**src/rtl/wb_string_ctrl_pkg.sv**
```systemverilog
// Shared definitions for the string-instruction writeback stage: flag bit
// positions, the writable-flag mask, datasize encodings and REPNE FSM states.
package wb_pkg;

    localparam int FLAG_OF = 11;
    localparam int FLAG_DF = 10;
    localparam int FLAG_SF = 7;
    localparam int FLAG_ZF = 6;
    localparam int FLAG_AF = 4;
    localparam int FLAG_PF = 2;
    localparam int FLAG_CF = 0;

    localparam logic [31:0] FLAGS_WRITABLE = 32'h0000_0CD5;

    typedef enum logic [1:0] {
        DS_BYTE  = 2'd0,
        DS_WORD  = 2'd1,
        DS_DWORD = 2'd2,
        DS_RSVD  = 2'd3
    } datasize_e;

    typedef enum logic {
        REPNE_IDLE   = 1'b0,
        REPNE_ACTIVE = 1'b1
    } repne_state_e;

    // Pointer stride in bytes; the reserved encoding strides like a dword.
    function automatic logic [2:0] ds_step(input logic [1:0] ds);
        logic [2:0] step;
        case (ds)
            DS_BYTE:  step = 3'd1;
            DS_WORD:  step = 3'd2;
            DS_DWORD: step = 3'd4;
            default:  step = 3'd4;
        endcase
        return step;
    endfunction

endpackage

```
**src/rtl/wb_string_ctrl_repne_fsm.sv**
```systemverilog
// REPNE loop tracker: holds the remaining count and raises a same-cycle
// termination pulse when the count runs out or ZF becomes set.
module wb_repne_fsm
    import wb_pkg::*;
#(
    parameter int DATA_W = 32
) (
    input  logic              clk,
    input  logic              rst,
    input  logic              commit,
    input  logic              repne_first,
    input  logic              cmps_second,
    input  logic [DATA_W-1:0] wb_count,
    input  logic              zf_next,
    output logic [DATA_W-1:0] count_next,
    output logic              repne_term
);

    repne_state_e      state_r;
    repne_state_e      state_next_s;
    logic [DATA_W-1:0] count_r;
    logic [DATA_W-1:0] count_dec_s;

    assign count_dec_s = count_r - DATA_W'(1);

    // Next count/state; a REPNE_FIRST always wins and restarts the loop.
    always_comb begin
        state_next_s = state_r;
        count_next   = count_r;
        repne_term   = 1'b0;
        if (commit && repne_first) begin
            count_next = wb_count;
            if (wb_count == '0) begin
                repne_term   = 1'b1;
                state_next_s = REPNE_IDLE;
            end else begin
                state_next_s = REPNE_ACTIVE;
            end
        end else if (commit && cmps_second && (state_r == REPNE_ACTIVE)) begin
            count_next = count_dec_s;
            if ((count_dec_s == '0) || zf_next) begin
                repne_term   = 1'b1;
                state_next_s = REPNE_IDLE;
            end else begin
                state_next_s = REPNE_ACTIVE;
            end
        end else begin
            state_next_s = state_r;
        end
    end

    // Count and state registers; reset abandons any loop in flight.
    always_ff @(posedge clk) begin
        if (rst) begin
            state_r <= REPNE_IDLE;
            count_r <= '0;
        end else begin
            state_r <= state_next_s;
            count_r <= count_next;
        end
    end

endmodule

```
**src/rtl/wb_string_ctrl.sv**
```systemverilog
// Writeback stage for string instructions (CMPS/REPNE): GPR and dcache write
// qualification, pointer stepping and flags. Optional REPNE loop via WB_REPNE_EN.
module wb_string_ctrl
    import wb_pkg::*;
#(
    parameter int DATA_W = 32,
    parameter int NWP    = 3
) (
    input  logic                                     CLK,
    input  logic                                     RST,
    input  logic                                     WB_V,
    input  logic [NWP-1:0]                           WB_LD_GPR,
    input  logic [3*NWP-1:0]                         WB_DR,
    input  logic [DATA_W-1:0]                        WB_ALU_RESULT,
    input  logic [DATA_W-1:0]                        WB_COUNT,
    input  logic [DATA_W-1:0]                        WB_CMPS_POINTER,
    input  logic [DATA_W-1:0]                        WB_ADDRESS,
    input  logic [DATA_W*((NWP > 3) ? (NWP-3) : 1)-1:0] WB_EXTRA_DATA,
    input  logic [DATA_W-1:0]                        WB_FLAGS,
    input  logic [DATA_W-1:0]                        WB_FLAGS_AFFECTED,
    input  logic                                     WB_LD_FLAGS,
    input  logic                                     WB_DCACHE_WRITE,
    input  logic                                     CMPS_FIRST,
    input  logic                                     CMPS_SECOND,
    input  logic                                     REPNE_FIRST,
    input  logic [1:0]                               WB_DATASIZE,
    input  logic                                     DCACHE_READY,
    output logic [3*NWP-1:0]                         Out_DR,
    output logic [DATA_W*NWP-1:0]                    Out_DR_Data,
    output logic [NWP-1:0]                           Out_LD_GPR,
    output logic                                     Out_Dcache_Valid,
    output logic [DATA_W-1:0]                        Out_Dcache_Data,
    output logic [DATA_W-1:0]                        Out_Dcache_Address,
    output logic [1:0]                               Out_Datasize,
    output logic [DATA_W-1:0]                        Out_Flags,
    output logic                                     Out_Stall,
    output logic                                     Out_Repne_Term
);

    localparam logic [DATA_W-1:0] FLAG_MASK = DATA_W'(FLAGS_WRITABLE);

    logic              stall_s;
    logic              commit_s;
    logic [DATA_W-1:0] flags_r;
    logic [DATA_W-1:0] flags_next_s;
    logic [DATA_W-1:0] saved_ptr_r;
    logic [DATA_W-1:0] step_s;
    logic [DATA_W-1:0] ptr_upd_s;
    logic [DATA_W-1:0] port0_s;
    logic [DATA_W-1:0] count_next_s;
    logic              term_s;

    assign stall_s  = WB_V & WB_DCACHE_WRITE & ~DCACHE_READY;
    assign commit_s = WB_V & ~stall_s & ~RST;

    // Pointer steps toward lower addresses when DF is set.
    always_comb begin
        step_s = DATA_W'(ds_step(WB_DATASIZE));
        if (flags_r[FLAG_DF]) begin
            ptr_upd_s = WB_CMPS_POINTER - step_s;
        end else begin
            ptr_upd_s = WB_CMPS_POINTER + step_s;
        end
    end

    // Masked flag merge; non-writable bits are forced to zero.
    always_comb begin
        if (commit_s && WB_LD_FLAGS) begin
            flags_next_s = ((WB_FLAGS & WB_FLAGS_AFFECTED) |
                            (flags_r & ~WB_FLAGS_AFFECTED)) & FLAG_MASK;
        end else begin
            flags_next_s = flags_r;
        end
    end

    // Flags and saved CMPS pointer registers.
    always_ff @(posedge CLK) begin
        if (RST) begin
            flags_r     <= '0;
            saved_ptr_r <= '0;
        end else begin
            flags_r <= flags_next_s;
            if (commit_s && CMPS_FIRST) begin
                saved_ptr_r <= ptr_upd_s;
            end
        end
    end

    assign port0_s = CMPS_FIRST ? saved_ptr_r : WB_ALU_RESULT;

`ifdef WB_REPNE_EN
    wb_repne_fsm #(
        .DATA_W(DATA_W)
    ) u_repne_fsm (
        .clk        (CLK),
        .rst        (RST),
        .commit     (commit_s),
        .repne_first(REPNE_FIRST),
        .cmps_second(CMPS_SECOND),
        .wb_count   (WB_COUNT),
        .zf_next    (flags_next_s[FLAG_ZF]),
        .count_next (count_next_s),
        .repne_term (term_s)
    );
`else
    logic unused_repne_s;
    assign unused_repne_s = REPNE_FIRST ^ CMPS_SECOND;
    assign count_next_s   = WB_COUNT;
    assign term_s         = 1'b0;
`endif

    for (genvar g = 0; g < NWP; g++) begin : g_port
        if (g == 0) begin : g_alu
            assign Out_DR_Data[g*DATA_W +: DATA_W] = port0_s;
        end else if (g == 1) begin : g_ptr
            assign Out_DR_Data[g*DATA_W +: DATA_W] = ptr_upd_s;
        end else if (g == 2) begin : g_cnt
            assign Out_DR_Data[g*DATA_W +: DATA_W] = count_next_s;
        end else begin : g_extra
            assign Out_DR_Data[g*DATA_W +: DATA_W] = WB_EXTRA_DATA[(g-3)*DATA_W +: DATA_W];
        end
    end

    assign Out_DR             = WB_DR;
    assign Out_LD_GPR         = {NWP{commit_s}} & WB_LD_GPR;
    assign Out_Dcache_Valid   = commit_s & WB_DCACHE_WRITE;
    assign Out_Dcache_Data    = port0_s;
    assign Out_Dcache_Address = WB_ADDRESS;
    assign Out_Datasize       = WB_DATASIZE;
    assign Out_Flags          = flags_r;
    assign Out_Stall          = stall_s;
    assign Out_Repne_Term     = term_s;

endmodule

```
**config.mk**
```make
export PLATFORM = sky130hd
export DESIGN_NAME = wb_string_ctrl
export DESIGN_NICKNAME = d
export VERILOG_FILES = /design/src/rtl/wb_string_ctrl_pkg.sv /design/src/rtl/wb_string_ctrl_repne_fsm.sv /design/src/rtl/wb_string_ctrl.sv
export SDC_FILE = /design/constraint.sdc
export NUM_CORES = 1
export LEC_CHECK = 0
export CAP_MARGIN = 20
export CORE_AREA = 8 8 170 172
export CTS_BUF_LIST = sky130_fd_sc_hd__clkbuf_8 sky130_fd_sc_hd__clkbuf_16
export CTS_CLUSTER_SIZE = 16
export DETAILED_ROUTE_END_ITERATION = 10
export DIE_AREA = 0 0 178 180
export PLACE_DENSITY = 0.61
export RECOVER_POWER = 50
export SETUP_SLACK_MARGIN = 0.2
export SYNTH_ARGS = -nofsm -noshare
export SYNTH_HDL_FRONTEND = slang
export SYNTH_SLANG_ARGS = --single-unit
```
**constraint.sdc**
```tcl
create_clock -name CLK -period 3.5 [get_ports CLK]
set_clock_uncertainty 0.05 [all_clocks]
set_input_delay 0.525 -clock CLK [delete_from_list [all_inputs] [get_ports CLK]]
set_output_delay 0.525 -clock CLK [all_outputs]
set_load 0.01 [all_outputs]
```
# Word level (Yosys, flattened, before mapping)
# Cells that the tools add are included.
totals:
  reg_bits: 39
  latchBits: 0
  ram_bits: 0
  rom_bits: 0
  input_bits: 247
  wordCells: 24
  memories: 0
op_classes:
  addsub: 2
  n_mul: 0
  n_div: 0
  n_lt_le_gt_ge: 0
  n_eq_ne: 1
  shift: 0
  muxes: 3
  bitwise_logic: 13
  reduce_logical: 3
ops:
  columns: ["operator", "count"]
  rows:
  - ["32-bit 2-to-1 mux", 2]
  - ["32-bit by 3-bit adder with 32-bit output", 1]
  - ["32-bit by 3-bit subtractor with 32-bit output", 1]
  - ["12-bit AND", 2]
  - ["12-bit inverter", 1]
  - ["12-bit OR", 1]
  - ["3-bit one-hot mux with 2 select lines", 1]
  - ["1-bit AND", 5]
  - ["3-bit AND", 1]
  - ["1-bit inverter", 3]
  - ["2-bit by 1-bit equality test with 1-bit output (second input constant)", 1]
  - ["1-bit logical AND", 2]
  - ["2-bit zero test", 1]

# Logic depth before layout (Yosys ltp)
logic_depth:
  depth_word: 6
  ltp_mapped: 13

# Worst setup path before layout
# Ideal clock, no wire load.
synth_timing:
  kind: "reg2out"
  from: "reg (tool-made name)"
  to: "out Out_DR_Data[58]"
  t_arrival_ns: 3.245
  required_ns: 2.925
  path_slack_ns: -0.320
  path_stages_with_launch: 9
  n_path_buf: 0
  path_cell_list: "dfxtp_1 mux2_2 fa_1 a21o_1 a221o_2 a221oi_4 o211a_4 o21bai_1 xor2_1"
synth_lines:
  columns: ["element", "line_no", "text"]
  rows:
  - ["to (decl)", "wb_string_ctrl.sv:29", "output logic [DATA_W*NWP-1:0] Out_DR_Data,"]

# Worst setup path after layout
layout_timing:
  from: "in WB_DATASIZE[1]"
  to: "out Out_DR_Data[50]"
layout_via:
  elab_chain_cells: 4
  word_cells_on_any_way: 6
layout_rtl:
  columns: ["element", "line_no", "text"]
  rows:
  - ["from (decl)", "wb_string_ctrl.sv:26", "input logic [1:0] WB_DATASIZE,"]
  - ["2-bit by 1-bit equality test with 1-bit output / 2-bit zero test (equally long branches)", "wb_string_ctrl_pkg.sv:30", "case (ds)"]
  - ["3-bit one-hot mux with 2 select lines *", "wb_string_ctrl_pkg.sv:30", null]
  - ["32-bit by 3-bit adder with 32-bit output / 32-bit by 3-bit subtractor with 32-bit output (equally long branches)", "wb_string_ctrl.sv:62, wb_string_ctrl.sv:60", null]
  - ["32-bit 2-to-1 mux *", "wb_string_ctrl.sv:59", "if (flags_r[FLAG_DF]) begin"]
# Mark *: on every way between the ends. The rest lies on a longest branch, timed or not.

==> flow_summary.json <==
{
  "syn_inst": 618,
  "fin_crit_sh": 1.11,
  "syn_to_final_growth_pct": 69.2,
  "drt-total-wl_um": 19100,
  "wl_per_cell_um": 15.8,
  "rr_worst_depth": 12,
  "die_width_um": 178,
  "overflow": 0,
  "irDropWorstVdd_mv": 0.216,
  "mostFrequentLayoutCell": "buf_4",
  "crit_required_ns": 2.92,
  "drtAntennaViolNets": 0,
  "drc": 0,
  "avgViaCountPerCell": 4.14,
  "cts_buffers": 5,
  "antenna_found_initial": 2,
  "register_area_um2": 782,
  "synthArstFlopShare": 0,
  "fin_tns_setup_ns": -5.33,
  "ctsRootBufferMaster": "clkbuf_16",
  "antennaDiodeCount": 0,
  "initial_core_util": 0.181,
  "cts_tree": "built",
  "synth_area_per_cell_um2": 7.72,
  "rsz0062_at_grt": "yes",
  "critPathMaxFanout": 3,
  "core-area_um2": 26400,
  "maxCapViolations": 0,
  "crit_type": "input pin to primary output",
  "fin_nets": 1150,
  "netlist_area_um2": 4770,
  "cts.path.max_buffers": 2,
  "startpoint_type": "input pin",
  "gp_congestion": 0.859,
  "synth-edff-count": 0,
  "r2r_slack_ns": 0.35,
  "ys_ff_latch": 39,
  "max_freq_mhz": 258,
  "first_pass_iters": 4,
  "first_iter_violations": 132,
  "dieHeight_um": 180,
  "n_fill_cell": 2739,
  "finalHoldViolations": 0,
  "cts.sinks": 39,
  "reg2reg_to": "saved_ptr_r[22]",
  "cts-hold-fix-buffers": 0,
  "worstHoldPathType": "flop to flop",
  "layoutNonFillerInstCount": 1212,
  "power_mw": 1.88,
  "min_path_cells": 2,
  "dp.cells": 1176,
  "stdcell_area_um2": 8080,
  "tightest_slew_ns": 1.06,
  "fin_util": 0.307,
  "cellPowerDensity_nw_per_um2": 232,
  "multi_input_area_um2": 3340,
  "min_from": "saved_ptr_r[3]",
  "boundaryPins": 456,
  "synth_ff_type": "dfxtp_1",
  "synth-seq-area-share": 0.164,
  "violations": "negative setup slack",
  "vias": 5012,
  "cp.arrival_ns": 3.29,
  "rows": 60,
  "place_area_um2": 7360,
  "drive_gt1_frac": 0.352,
  "slew_violations": 0,
  "dp.final_hpwl_um": 15800,
  "grt_pass1_vias": 5187,
  "worst_slack_ns": -0.369,
  "final_cell_mix": "buf_4, clkdlybuf4s50_1, nand2_1",
  "p_leak_nw": 3.80,
  "grt_usage": 0.113,
  "status": "finished, violations left",
  "synth_warnings": 0,
  "min_period_ns": 3.87,
  "clk_latency_ns": 0.28,
  "h-tree-depth": 2,
  "die_area_um2": 32000,
  "final-setup-viol-count": 26,
  "grt_max_degree": 34,
  "cp-end-kind": "primary output",
  "relSlewSlack": 0.289,
  "port_buffers": 199,
  "synthDistinctLibCells": 59,
  "path_clk_slew_ns": 0.06,
  "hold_path_end": "saved_ptr_r[3]",
  "grt_pass1_wl_um": 28800
}
[per-stage QoR]
stage                     hold WS, ns  setup WS (ns)
final                           0.403         -0.369
after global placement          0.391          -1.26
after CTS                       0.404         -0.426
after floorplan                 0.376        -0.0888
after global routing            0.425         -0.519
after detailed placement        0.397          -1.30
[kinds of logic (layout without fill, tap and decap cells)]
family | Yosys count | in the layout | share of synthesized area
muxes | 34 | 34 | 0.0799
buffers and inverters | 172 | 400 | 0.245
other | 1 | 26 | 0.000786
xor gates and xnor gates | 29 | 29 | 0.0532
adders and majority gates | 33 | 33 | 0.0881
AOI/OAI and AO/OA | 132 | 132 | 0.191
and+or+nand+nor | 178 | 178 | 0.178
DFF | 39 | 39 | 0.164
[power breakdown]
group          switching [mW]  internal (mW)  total (mW)
clock                   0.190          0.355       0.545
sequential             0.0134          0.466       0.480
combinational           0.364          0.489       0.853
total                   0.568           1.31        1.88
[how the worst max path moves through the flow]
stage                         from              end  depth (start not counted)
floorplan           WB_DATASIZE[0]  Out_DR_Data[58]                         12
global placement    WB_DATASIZE[0]  Out_DR_Data[62]                         14
detailed placement  WB_DATASIZE[0]  Out_DR_Data[62]                         14
CTS                 WB_DATASIZE[1]  Out_DR_Data[62]                         14
global route        WB_DATASIZE[1]  Out_DR_Data[58]                         14
finish              WB_DATASIZE[1]  Out_DR_Data[50]                         14
[per-layer routing]
layer | vias up | track usage | wire, um
li1 | 2497 | - | -
met1 | 2283 | 0.122 | 7350
met2 | 183 | 0.202 | 9470
met3 | 45 | 0.0375 | 1810
met4 | 4 | 0.0374 | 463
met5 | - | 0 | 27
[synthesized netlist by cell type, drive strengths merged, types with 5 or more instances]
library cell  number  area share
buf              139        0.22
nand2             69       0.054
a21oi             42       0.046
dfxtp             39        0.16
mux2              33       0.078
ha                32       0.084
nand3             29       0.030
a21o              24       0.038
nor2              23       0.018
o21ai             19       0.021
xnor2             18       0.033
and3              17       0.022
clkbuf            16       0.013
inv               16       0.013
xor2              11       0.020
o21bai             8       0.013
and2               7      0.0092
nand4              7      0.0092
nor3               7      0.0073
nand2b             5      0.0066
[critical path: stages]
cell      delay, ns
buf_8          0.10
nor2_4         0.10
inv_2          0.05
ha_4           0.25
inv_2          0.02
mux2_4         0.27
fa_2           0.34
a21o_1         0.20
a221o_2        0.40
a221oi_4       0.35
o21ai_2        0.11
a21oi_2        0.18
xnor2_2        0.18
buf_2          0.20
[area by class of cell]
type	count	area share
inverters	16	0.00743
multi-input cells	432	0.413
clock buffers	6	0.0172
clock inverters	2	0.00434
flip-flops and latches	39	0.0968
repair buffers	376	0.408
well taps	341	0.0528
[repair_timing]
| action | in CTS | in global routing |
|---|---|---|
| cloned | 0 | 0 |
| pin swaps | 36 | 36 |
| gates resized for setup | 183 | 35 |
| setup endpoints to repair | 56 | 34 |
| buffers inserted | 14 | 14 |
Power figures use the tool's default switching activity.
